[src/rtl/score_display_fsm_if.sv]
// Bus between the top-level reaction-timer controller and the score-display state block.
// The controller side drives en, KEY and score; the display side returns segments and best score.
interface score_display_fsm_if #(
    parameter int unsigned NUM_DIGITS = 3
);
    logic                    en;
    logic [1:0]              KEY;
    logic [4*NUM_DIGITS-1:0] score;
    logic [8*NUM_DIGITS-1:0] hex;
    logic [4*NUM_DIGITS-1:0] best;
    logic                    best_valid;
    logic [3:0]              out_state;

    modport master (output en, KEY, score, input hex, best, best_valid, out_state);
    modport slave  (input en, KEY, score, output hex, best, best_valid, out_state);
endinterface

[src/rtl/score_display_fsm.sv]
// Score-display state of the reaction timer: shows a captured BCD score, then hands over.
// Optional best-score register, "new best" blink and KEY[1] clear are built with BEST_SCORE_EN.
module score_display_fsm #(
    parameter int unsigned NUM_DIGITS = 3,
    parameter int unsigned TICK_DIV   = 50000,
    parameter int unsigned HOLD_MS    = 3000,
    parameter int unsigned BLINK_MS   = 250,
    parameter logic [3:0]  STATE_SELF = 4'd3,
    parameter logic [3:0]  STATE_NEXT = 4'd4
) (
    input logic                clk,
    input logic                rst_n,
    score_display_fsm_if.slave bus
);
    localparam int unsigned SW      = 4 * NUM_DIGITS;
    localparam int unsigned HW      = 8 * NUM_DIGITS;
    localparam int unsigned TICK_W  = (TICK_DIV > 1) ? $clog2(TICK_DIV) : 1;
    localparam int unsigned MS_W    = $clog2(HOLD_MS + 1);
    localparam int unsigned BLINK_W = (BLINK_MS > 1) ? $clog2(BLINK_MS) : 1;

    typedef enum logic [1:0] {StIdle, StShow, StDone} state_t;

    state_t            state_q, state_d;
    logic [SW-1:0]     cap_q, cap_d;
    logic [TICK_W-1:0] tick_q, tick_d;
    logic [MS_W-1:0]   ms_q, ms_d;
    logic [HW-1:0]     hex_q, hex_d;
    logic [1:0]        key_s1_q, key_s2_q, key_s3_q, press_q;
    logic              tick_wrap, capture, blank_phase, lead;

    assign tick_wrap = (tick_q == TICK_W'(TICK_DIV - 1));
    assign capture   = (state_q == StIdle) && bus.en;

    // Two sync flops, one history flop, then a registered one-cycle press pulse
    always_ff @(posedge clk or negedge rst_n) begin
        if (!rst_n) begin
            key_s1_q <= 2'b11;
            key_s2_q <= 2'b11;
            key_s3_q <= 2'b11;
            press_q  <= 2'b00;
        end else begin
            key_s1_q <= bus.KEY;
            key_s2_q <= key_s1_q;
            key_s3_q <= key_s2_q;
            press_q  <= key_s3_q & ~key_s2_q;
        end
    end

    always_comb begin
        state_d = state_q;
        cap_d   = cap_q;
        tick_d  = tick_q;
        ms_d    = ms_q;
        if (!bus.en) begin
            state_d = StIdle;
            tick_d  = '0;
            ms_d    = '0;
        end else begin
            unique case (state_q)
                StIdle: begin
                    cap_d   = bus.score;
                    tick_d  = '0;
                    ms_d    = '0;
                    state_d = StShow;
                end
                StShow: begin
                    tick_d = tick_wrap ? '0 : tick_q + TICK_W'(1);
                    if (tick_wrap) begin
                        ms_d = ms_q + MS_W'(1);
                    end
                    // Exit on the very edge that brings ms up to HOLD_MS, or on a skip press
                    if (press_q[0] || (tick_wrap && ms_q == MS_W'(HOLD_MS - 1))) begin
                        state_d = StDone;
                    end
                end
                StDone: ;
                default: state_d = StIdle;
            endcase
        end
    end

`ifdef BEST_SCORE_EN
    logic [SW-1:0]      best_q, best_d;
    logic               best_valid_q, best_valid_d, new_best_q, new_best_d;
    logic [BLINK_W-1:0] blink_cnt_q, blink_cnt_d;
    logic               blink_off_q, blink_off_d;

    function automatic logic score_ok(input logic [SW-1:0] v);
        logic ok;
        ok = (v != '0);
        for (int i = 0; i < int'(NUM_DIGITS); i++) begin
            if (v[4*i +: 4] > 4'd9) ok = 1'b0;
        end
        return ok;
    endfunction

    always_comb begin
        best_d       = best_q;
        best_valid_d = best_valid_q;
        new_best_d   = new_best_q;
        if (state_q == StIdle && press_q[1]) begin
            best_valid_d = 1'b0;
        end
        if (capture) begin
            new_best_d = 1'b0;
            if (score_ok(bus.score) && (!best_valid_d || bus.score < best_q)) begin
                best_d       = bus.score;
                best_valid_d = 1'b1;
                new_best_d   = 1'b1;
            end
        end
    end

    always_comb begin
        blink_cnt_d = blink_cnt_q;
        blink_off_d = blink_off_q;
        if (!bus.en || state_q != StShow) begin
            blink_cnt_d = '0;
            blink_off_d = 1'b0;
        end else if (tick_wrap) begin
            if (blink_cnt_q == BLINK_W'(BLINK_MS - 1)) begin
                blink_cnt_d = '0;
                blink_off_d = ~blink_off_q;
            end else begin
                blink_cnt_d = blink_cnt_q + BLINK_W'(1);
            end
        end
    end

    always_ff @(posedge clk or negedge rst_n) begin
        if (!rst_n) begin
            best_q       <= '0;
            best_valid_q <= 1'b0;
            new_best_q   <= 1'b0;
            blink_cnt_q  <= '0;
            blink_off_q  <= 1'b0;
        end else begin
            best_q       <= best_d;
            best_valid_q <= best_valid_d;
            new_best_q   <= new_best_d;
            blink_cnt_q  <= blink_cnt_d;
            blink_off_q  <= blink_off_d;
        end
    end

    assign bus.best       = best_q;
    assign bus.best_valid = best_valid_q;
    assign blank_phase    = new_best_q & blink_off_q;
`else
    logic unused_clear_press;
    assign unused_clear_press = press_q[1];
    assign bus.best           = '0;
    assign bus.best_valid     = 1'b0;
    assign blank_phase        = 1'b0;
`endif

    function automatic logic [7:0] seg7(input logic [3:0] d);
        logic [7:0] s;
        case (d)
            4'd0:    s = 8'hC0;
            4'd1:    s = 8'hF9;
            4'd2:    s = 8'hA4;
            4'd3:    s = 8'hB0;
            4'd4:    s = 8'h99;
            4'd5:    s = 8'h92;
            4'd6:    s = 8'h82;
            4'd7:    s = 8'hF8;
            4'd8:    s = 8'h80;
            4'd9:    s = 8'h90;
            default: s = 8'hBF;
        endcase
        return s;
    endfunction

    // Display follows the current state; dropping en blanks on the very next edge
    always_comb begin
        hex_d = '1;
        lead  = 1'b1;
        if (bus.en && (state_q == StDone || (state_q == StShow && !blank_phase))) begin
            for (int i = int'(NUM_DIGITS) - 1; i >= 0; i--) begin
                if (lead && i != 0 && cap_q[4*i +: 4] == 4'd0) begin
                    hex_d[8*i +: 8] = 8'hFF;
                end else begin
                    lead            = 1'b0;
                    hex_d[8*i +: 8] = seg7(cap_q[4*i +: 4]);
                end
            end
        end
    end

    always_ff @(posedge clk or negedge rst_n) begin
        if (!rst_n) begin
            state_q <= StIdle;
            cap_q   <= '0;
            tick_q  <= '0;
            ms_q    <= '0;
            hex_q   <= '1;
        end else begin
            state_q <= state_d;
            cap_q   <= cap_d;
            tick_q  <= tick_d;
            ms_q    <= ms_d;
            hex_q   <= hex_d;
        end
    end

    assign bus.hex       = hex_q;
    assign bus.out_state = (state_q == StDone) ? STATE_NEXT : STATE_SELF;
endmodule

[src/flat_wrapper.sv]
// flat-port wrapper written by rule: the top's interface ports become plain ports
module score_display_fsm_flat 
#(
    parameter int unsigned NUM_DIGITS = 3,
    parameter int unsigned TICK_DIV   = 50000,
    parameter int unsigned HOLD_MS    = 3000,
    parameter int unsigned BLINK_MS   = 250,
    parameter logic [3:0]  STATE_SELF = 4'd3,
    parameter logic [3:0]  STATE_NEXT = 4'd4
)
  (clk, rst_n, bus_en, bus_KEY, bus_score, bus_hex, bus_best, bus_best_valid, bus_out_state);
  score_display_fsm_if #(.NUM_DIGITS(NUM_DIGITS)) bus_i ();
  input logic clk;
  input logic rst_n;
  input wire logic [$bits(bus_i.en)-1:0] bus_en;
  input wire logic [$bits(bus_i.KEY)-1:0] bus_KEY;
  input wire logic [$bits(bus_i.score)-1:0] bus_score;
  output wire logic [$bits(bus_i.hex)-1:0] bus_hex;
  output wire logic [$bits(bus_i.best)-1:0] bus_best;
  output wire logic [$bits(bus_i.best_valid)-1:0] bus_best_valid;
  output wire logic [$bits(bus_i.out_state)-1:0] bus_out_state;
  assign bus_i.en = bus_en;
  assign bus_i.KEY = bus_KEY;
  assign bus_i.score = bus_score;
  assign bus_hex = bus_i.hex;
  assign bus_best = bus_i.best;
  assign bus_best_valid = bus_i.best_valid;
  assign bus_out_state = bus_i.out_state;
  score_display_fsm #(.NUM_DIGITS(NUM_DIGITS), .TICK_DIV(TICK_DIV), .HOLD_MS(HOLD_MS), .BLINK_MS(BLINK_MS), .STATE_SELF(STATE_SELF), .STATE_NEXT(STATE_NEXT)) u_core (.clk(clk), .rst_n(rst_n), .bus(bus_i));
endmodule
[config.mk]
export PLATFORM = sky130hd
export DESIGN_NAME = score_display_fsm_flat
export DESIGN_NICKNAME = d
export VERILOG_FILES = /design/src/rtl/score_display_fsm_if.sv /design/src/rtl/score_display_fsm.sv /design/src/flat_wrapper.sv
export SDC_FILE = /design/constraint.sdc
export NUM_CORES = 1
export LEC_CHECK = 0
export ABC_CLOCK_PERIOD_IN_PS = 5800
export CAP_MARGIN = 40
export CORE_MARGIN = 8
export CORE_UTILIZATION = 40
export DETAILED_ROUTE_END_ITERATION = 12
export GPL_TIMING_DRIVEN = 0
export HOLD_SLACK_MARGIN = 0.08
export RECOVER_POWER = 100
export SYNTH_ARGS = -nofsm -noshare
export SYNTH_HDL_FRONTEND = slang
export SYNTH_SLANG_ARGS = --single-unit
[constraint.sdc]
create_clock -name clk -period 5.8 [get_ports clk]
set_input_delay 1.16 -clock clk [delete_from_list [all_inputs] [get_ports clk]]
set_output_delay 1.16 -clock clk [all_outputs]
set_load 0.005 [all_outputs]
# Word-level counts from Yosys, hierarchy flattened
# Memory sizes are Yosys's and may differ from the RTL's.
# Index checks and enable logic that the tools add are counted.
# classes
reduce_logical	11
n_bitwise	2
addsub	2
muxes	15
eq_ne	8
# ops
operator	n
two-way mux 16 bit	2
case mux 16 bit (2 select lines)	1
two-way mux 12 bit	2
two-way mux 24 bit	1
case mux 12 bit (2 select lines)	1
adder 16 x 1 -> 16 bit, second input constant	1
equality test 16 bit, second input constant	1
two-way mux 8 bit	2
adder 12 x 1 -> 12 bit, second input constant	1
equality test 12 bit, second input constant	1
zero test 4 bit	2
!= test 3 x 2 -> 1 bit, second input constant	2
case mux 2 bit (3 select lines)	1
AND reduction 2 bit	3
two-way mux 2 bit	2
logical AND 1 bit	3
two-way mux 3 bit	1
!= test 3 x 1 -> 1 bit, second input constant	1
equality test 2 x 1 -> 1 bit, second input constant	1
equality test 2 bit, second input constant	1
zero test 2 bit	1
logical OR 1 bit	2
two-way mux 1 bit	2
!= test 2 bit, second input constant	1
2 further kinds	2
# word_totals
regBits	70
word_cells	50
input_bits	17
memories	3
rom_bits	336
out_inout_bits	41
# memory_table
memory	depth	word_bits	read_ports	rd_clocked_by_memory_dff	write_ports	line_no	text
(name not given)	16	7	1	0	0	score_display_fsm.sv:159	case (d)
(name not given)	16	7	1	0	0	score_display_fsm.sv:159	
(name not given)	16	7	1	0	0	score_display_fsm.sv:159	

# Longest topological paths before layout
# depth
depth_word	7
depth_mapped	8
ltp_nobuf	7

# Worst setup path before layout
# Ideal clock, no wire load.
# synth_path
path_type	input to register
start	in bus_en
end	reg u_core.ms_q[10]
setup_ns	0.078
slack_ns	3.388
t_required_ns	5.722
path_stages	6
path_buffers	1
arrival_ns	2.334
cell_sequence	inv_1 or3_1 clkbuf_1 o21ai_2 or4_1 a21oi_1
# synth_between
elab_chain_cells	2
elab_cells_between_ends	4
classes_between	2 x eq/ne; 1 x mux; 1 x reduce/logical
# synth_lines
item	line_no	text
start, declared	flat_wrapper.sv:15	input wire logic [$bits(bus_i.en)-1:0] bus_en;
!= test 3 x 2 -> 1 bit (no source line) or != test 3 x 1 -> 1 bit (tied branches)	n/a	
AND reduction 2 bit (no source line)	n/a	
end signal, assigned	score_display_fsm.sv:202	ms_q <= ms_d;
end, declared	score_display_fsm.sv:26	logic [MS_W-1:0] ms_q, ms_d;
# Parallel ways exist; a longest one is shown, timed or not.
# A chain may end at the register's enable or synchronous reset.

# Worst setup path in the final report
# layout_path
start	reg u_core.tick_q[12]
end	reg u_core.ms_q[10]
# layout_between
elab_chain_cells	3
# layout_lines
item	line_no	text
start, declared	score_display_fsm.sv:25	logic [TICK_W-1:0] tick_q, tick_d;
start signal, assigned	score_display_fsm.sv:201	tick_q <= tick_d;
equality test 16 bit	score_display_fsm.sv:31	assign tick_wrap = (tick_q == TICK_W'(TICK_DIV - 1));
!= test 3 x 2 -> 1 bit (no source line)	n/a	
AND reduction 2 bit (no source line)	n/a	
# No other way between the ends.

==> run metrics <==
cell count after synthesis=357; post-layout worst setup margin=2150 ps; area leader, netlist=sky130_fd_sc_hd__dfrtp_1; violated checks=capacitance limit, slew limit; Total Nets Final=461; Fmax=274 MHz; gp weighted congestion=0.845; Critical Path End Type=register; commonest non-fill, non-tap cells in the layout=sky130_fd_sc_hd__dfrtp_1, sky130_fd_sc_hd__nand2_1, sky130_fd_sc_hd__o21ai_0; total overflow reported by the global router=0; power density over the cells=305 nW/um2; Clock Tree Root=sky130_fd_sc_hd__clkbuf_8; P_leak=1.75 nW; run status=complete, but fails checks; proportion of netlist area held by the largest area contributor=30.5%; Routed Antenna Nets=0; fraction of the mapped netlist area in compound gates=13.5%; clock tree from TritonCTS=done; overall routed net length=7620 um; number of clock buffers inserted by TritonCTS=9; I/O Pins=58; layout overhead on the synthesized area=21.4%; Fill cells=slightly above 800; number of antenna violations at the first check in global routing=0; total of warnings raised by yosys=0; via count of the first global-routing pass=approximately 2600; PortBufs=39; share of power burned in the clock network=25.8%; number of sinks handled by clock tree synthesis=67; number of enable flip-flop cells after synthesis=0; kind of critical path=register to register; worst slew margin relative to its limit=-4.84%; post-CTS resize count=0; Routed WL per cell=14.2 um; horizontal die dimension=110 um; VDD IR-drop max=roughly 0.18 mV; share of cell area taken by muxes after synthesis=4.39%; Initial Utilization=just over 40%; number of slew-limit violations in the final report=10; adder-cell share of the synthesized area=7.44%; part of the Yosys area used for sequential elements=between 40% and 50%; flip-flop cell with the highest count after synthesis=sky130_fd_sc_hd__dfrtp_1; row count=34; largest family of logic cells by synthesized area=simple AND/OR/NAND/NOR gates; worst clock skew=14.1 ps; min-delay worst type=register to register; standard cell core area=8640 um2; number of remaining DRC errors=0; Max Cap Violations=1; final-layout setup total negative slack=0 ps; Comb pwr share=29.5%; maximum clock insertion buffer count=2; internal power component=about 0.9 mW; worst-skew pair later-pin latency=340 ps; worst path required time=approximately 6100 ps; number of post-CTS setup repair buffers=0; top area cells in the synthesized netlist=sky130_fd_sc_hd__dfrtp_1, sky130_fd_sc_hd__dfstp_2, sky130_fd_sc_hd__ha_1, sky130_fd_sc_hd__o21ai_0, sky130_fd_sc_hd__buf_4; share of synthesized cell area in and, or, nand and nor gates=between 10% and 20%; global-route wire length before repair=12500 um; maximum number of pins on one net before global-route repair=68; area of the mapped netlist=3530 um2; global-route usage over all layers=13.2%; net load switching power=0.431 mW; most frequent standard cell in the layout excluding fill and tap cells=sky130_fd_sc_hd__dfrtp_1; switching part of the total power=32.9%; dpl ws=2310 ps; flops & latches, synth=67; Final Hold Viols=0; half-perimeter wire length after detailed placement=around 5500 um; clock transition at the registers of the reported paths=80 ps; final critical delay including setup and external delays=3650 ps; count of TritonRoute iterations in the first routing pass=5; Synth Area per Inst=9.90 um2; number of vias after detailed routing=2757; Die Area=12100 um2; total of endpoints with negative setup slack in the final report=0; via density per instance=5.14; share of layout cells above drive strength 1=17.1%; post-synthesis async set-or-reset flop share=100%; RSZ-0062 raised after global routing=false; startpoint types=register; H-tree depth=3; xor-xnor portion of the synthesized cell area=2.73%; cts-stage hold buffer count=0; number of distinct standard cells referenced by the synthesized netlist=49; maximum net fanout on the critical path=9; number of violations reported at the end of detailed-routing iteration 0=between 100 and 150; portion of total power attributed to sequential cells=44.6%; transition at the pin with the smallest max-transition slack=1560 ps; final cycle utilization of the critical path=between 60% and 70%; ant diodes=0; Data arrival, critical path=3920 ps; die outline height=110 um
[per-stage QoR]
stage               total power [mW]  cells  cell area, um2  utilization [%]  hold WS [ps]
floorplan                      0.839    372            3590                -           345
global placement               0.980    519            4120             47.7           347
detailed placement             0.994    520            4140             47.9           351
CTS                             1.34    536            4310             49.9           362
global route                    1.40    536            4290             49.7           367
finish                          1.31    536            4290             49.7           361
[path summary, 6_finish.rpt]
path	from	cells past startpoint	end	slack [ps]
worst max-delay path	u_core.tick_q[12]	5	u_core.ms_q[10]	2150
worst min-delay path	u_core.key_s1_q[0]	0	u_core.key_s2_q[0]	360
worst max register to register	u_core.tick_q[12]	5	u_core.ms_q[10]	2150
worst min register to register	u_core.key_s1_q[0]	0	u_core.key_s2_q[0]	360
max in group asynchronous	rst_n	2	u_core.bus.hex[18]	4570
min in group asynchronous	rst_n	2	u_core.tick_q[12]	900
[cell usage after synthesis, types with 3 or more instances]
library cell and number:
sky130_fd_sc_hd__nor3_1 8, sky130_fd_sc_hd__o21ai_0 28, sky130_fd_sc_hd__ha_1 21, sky130_fd_sc_hd__nor2_1 28, sky130_fd_sc_hd__o22ai_1 3, sky130_fd_sc_hd__nand3_1 10, sky130_fd_sc_hd__nor2b_1 5, sky130_fd_sc_hd__nand2_1 32
sky130_fd_sc_hd__a21oi_1 18, sky130_fd_sc_hd__inv_1 20, sky130_fd_sc_hd__dfstp_2 24, sky130_fd_sc_hd__dfrtp_1 43, sky130_fd_sc_hd__mux2_2 12, sky130_fd_sc_hd__nor4_1 5, sky130_fd_sc_hd__o211ai_1 3, sky130_fd_sc_hd__clkbuf_1 13
sky130_fd_sc_hd__nand4_1 4, sky130_fd_sc_hd__xor2_1 9, sky130_fd_sc_hd__nor3b_1 3, sky130_fd_sc_hd__a31oi_1 10, sky130_fd_sc_hd__or3_1 5, sky130_fd_sc_hd__buf_4 18
[critical path, cell delays in order (launching register included)]
cell and delay [ps]:
sky130_fd_sc_hd__dfrtp_1 440, sky130_fd_sc_hd__or4b_1 540, sky130_fd_sc_hd__nor4_1 1240, sky130_fd_sc_hd__o21ai_0 580, sky130_fd_sc_hd__or4_1 630, sky130_fd_sc_hd__a21oi_1 150
[power by group through the flow]
stage | combinational [mW] | sequential, mW | clock, mW
after global placement | 0.389 | 0.591 | 0
after global routing | 0.437 | 0.590 | 0.374
final | 0.386 | 0.583 | 0.338
after floorplan | 0.253 | 0.586 | 0
after CTS | 0.402 | 0.585 | 0.350
after detailed placement | 0.401 | 0.593 | 0
[kinds of logic after synthesis]
logic type               count (synthesis)
multiplexers                            14
adder cells (fa/ha/maj)                 21
flip-flops                              67
AO/OA/AOI/OAI                           79
XOR/XNOR                                11
other                                    2
buffers and inverters                   51
AND/OR/NAND/NOR                        112
[state kept, by name (all words and copies together), names as in the netlist]
| register | flops |
|---|---|
| u_core.bus.hex | 21 |
| u_core.cap_q | 12 |
| u_core.key_s1_q | 1 |
| u_core.key_s2_q | 1 |
| u_core.key_s3_q | 1 |
| u_core.ms_q | 12 |
| u_core.press_q | 1 |
| u_core.state_q | 2 |
| u_core.tick_q | 16 |
[cell type report]
type | count | area [um2] | area share [%]
plain buffers | 31 | 184 | 4.29
clock buffers | 11 | 141 | 3.30
clock inverters | 5 | 30.0 | 0.700
inverters | 20 | 75.1 | 1.75
multi-input cells | 254 | 1610 | 37.4
flip-flops and latches | 67 | 1710 | 39.8
well taps | 108 | 135 | 3.15
repair buffers | 40 | 412 | 9.60
[layer usage]
layer | wire [um] | track usage [%] | up-vias
met5 | 0 | 0 | -
met4 | 104 | 5.69 | 0
met3 | 434 | 4.13 | 8
met2 | 3810 | 21.4 | 68
met1 | 3270 | 15.9 | 1333
li1 | - | - | 1348
Note: power is estimated with default switching activity, not from simulation.
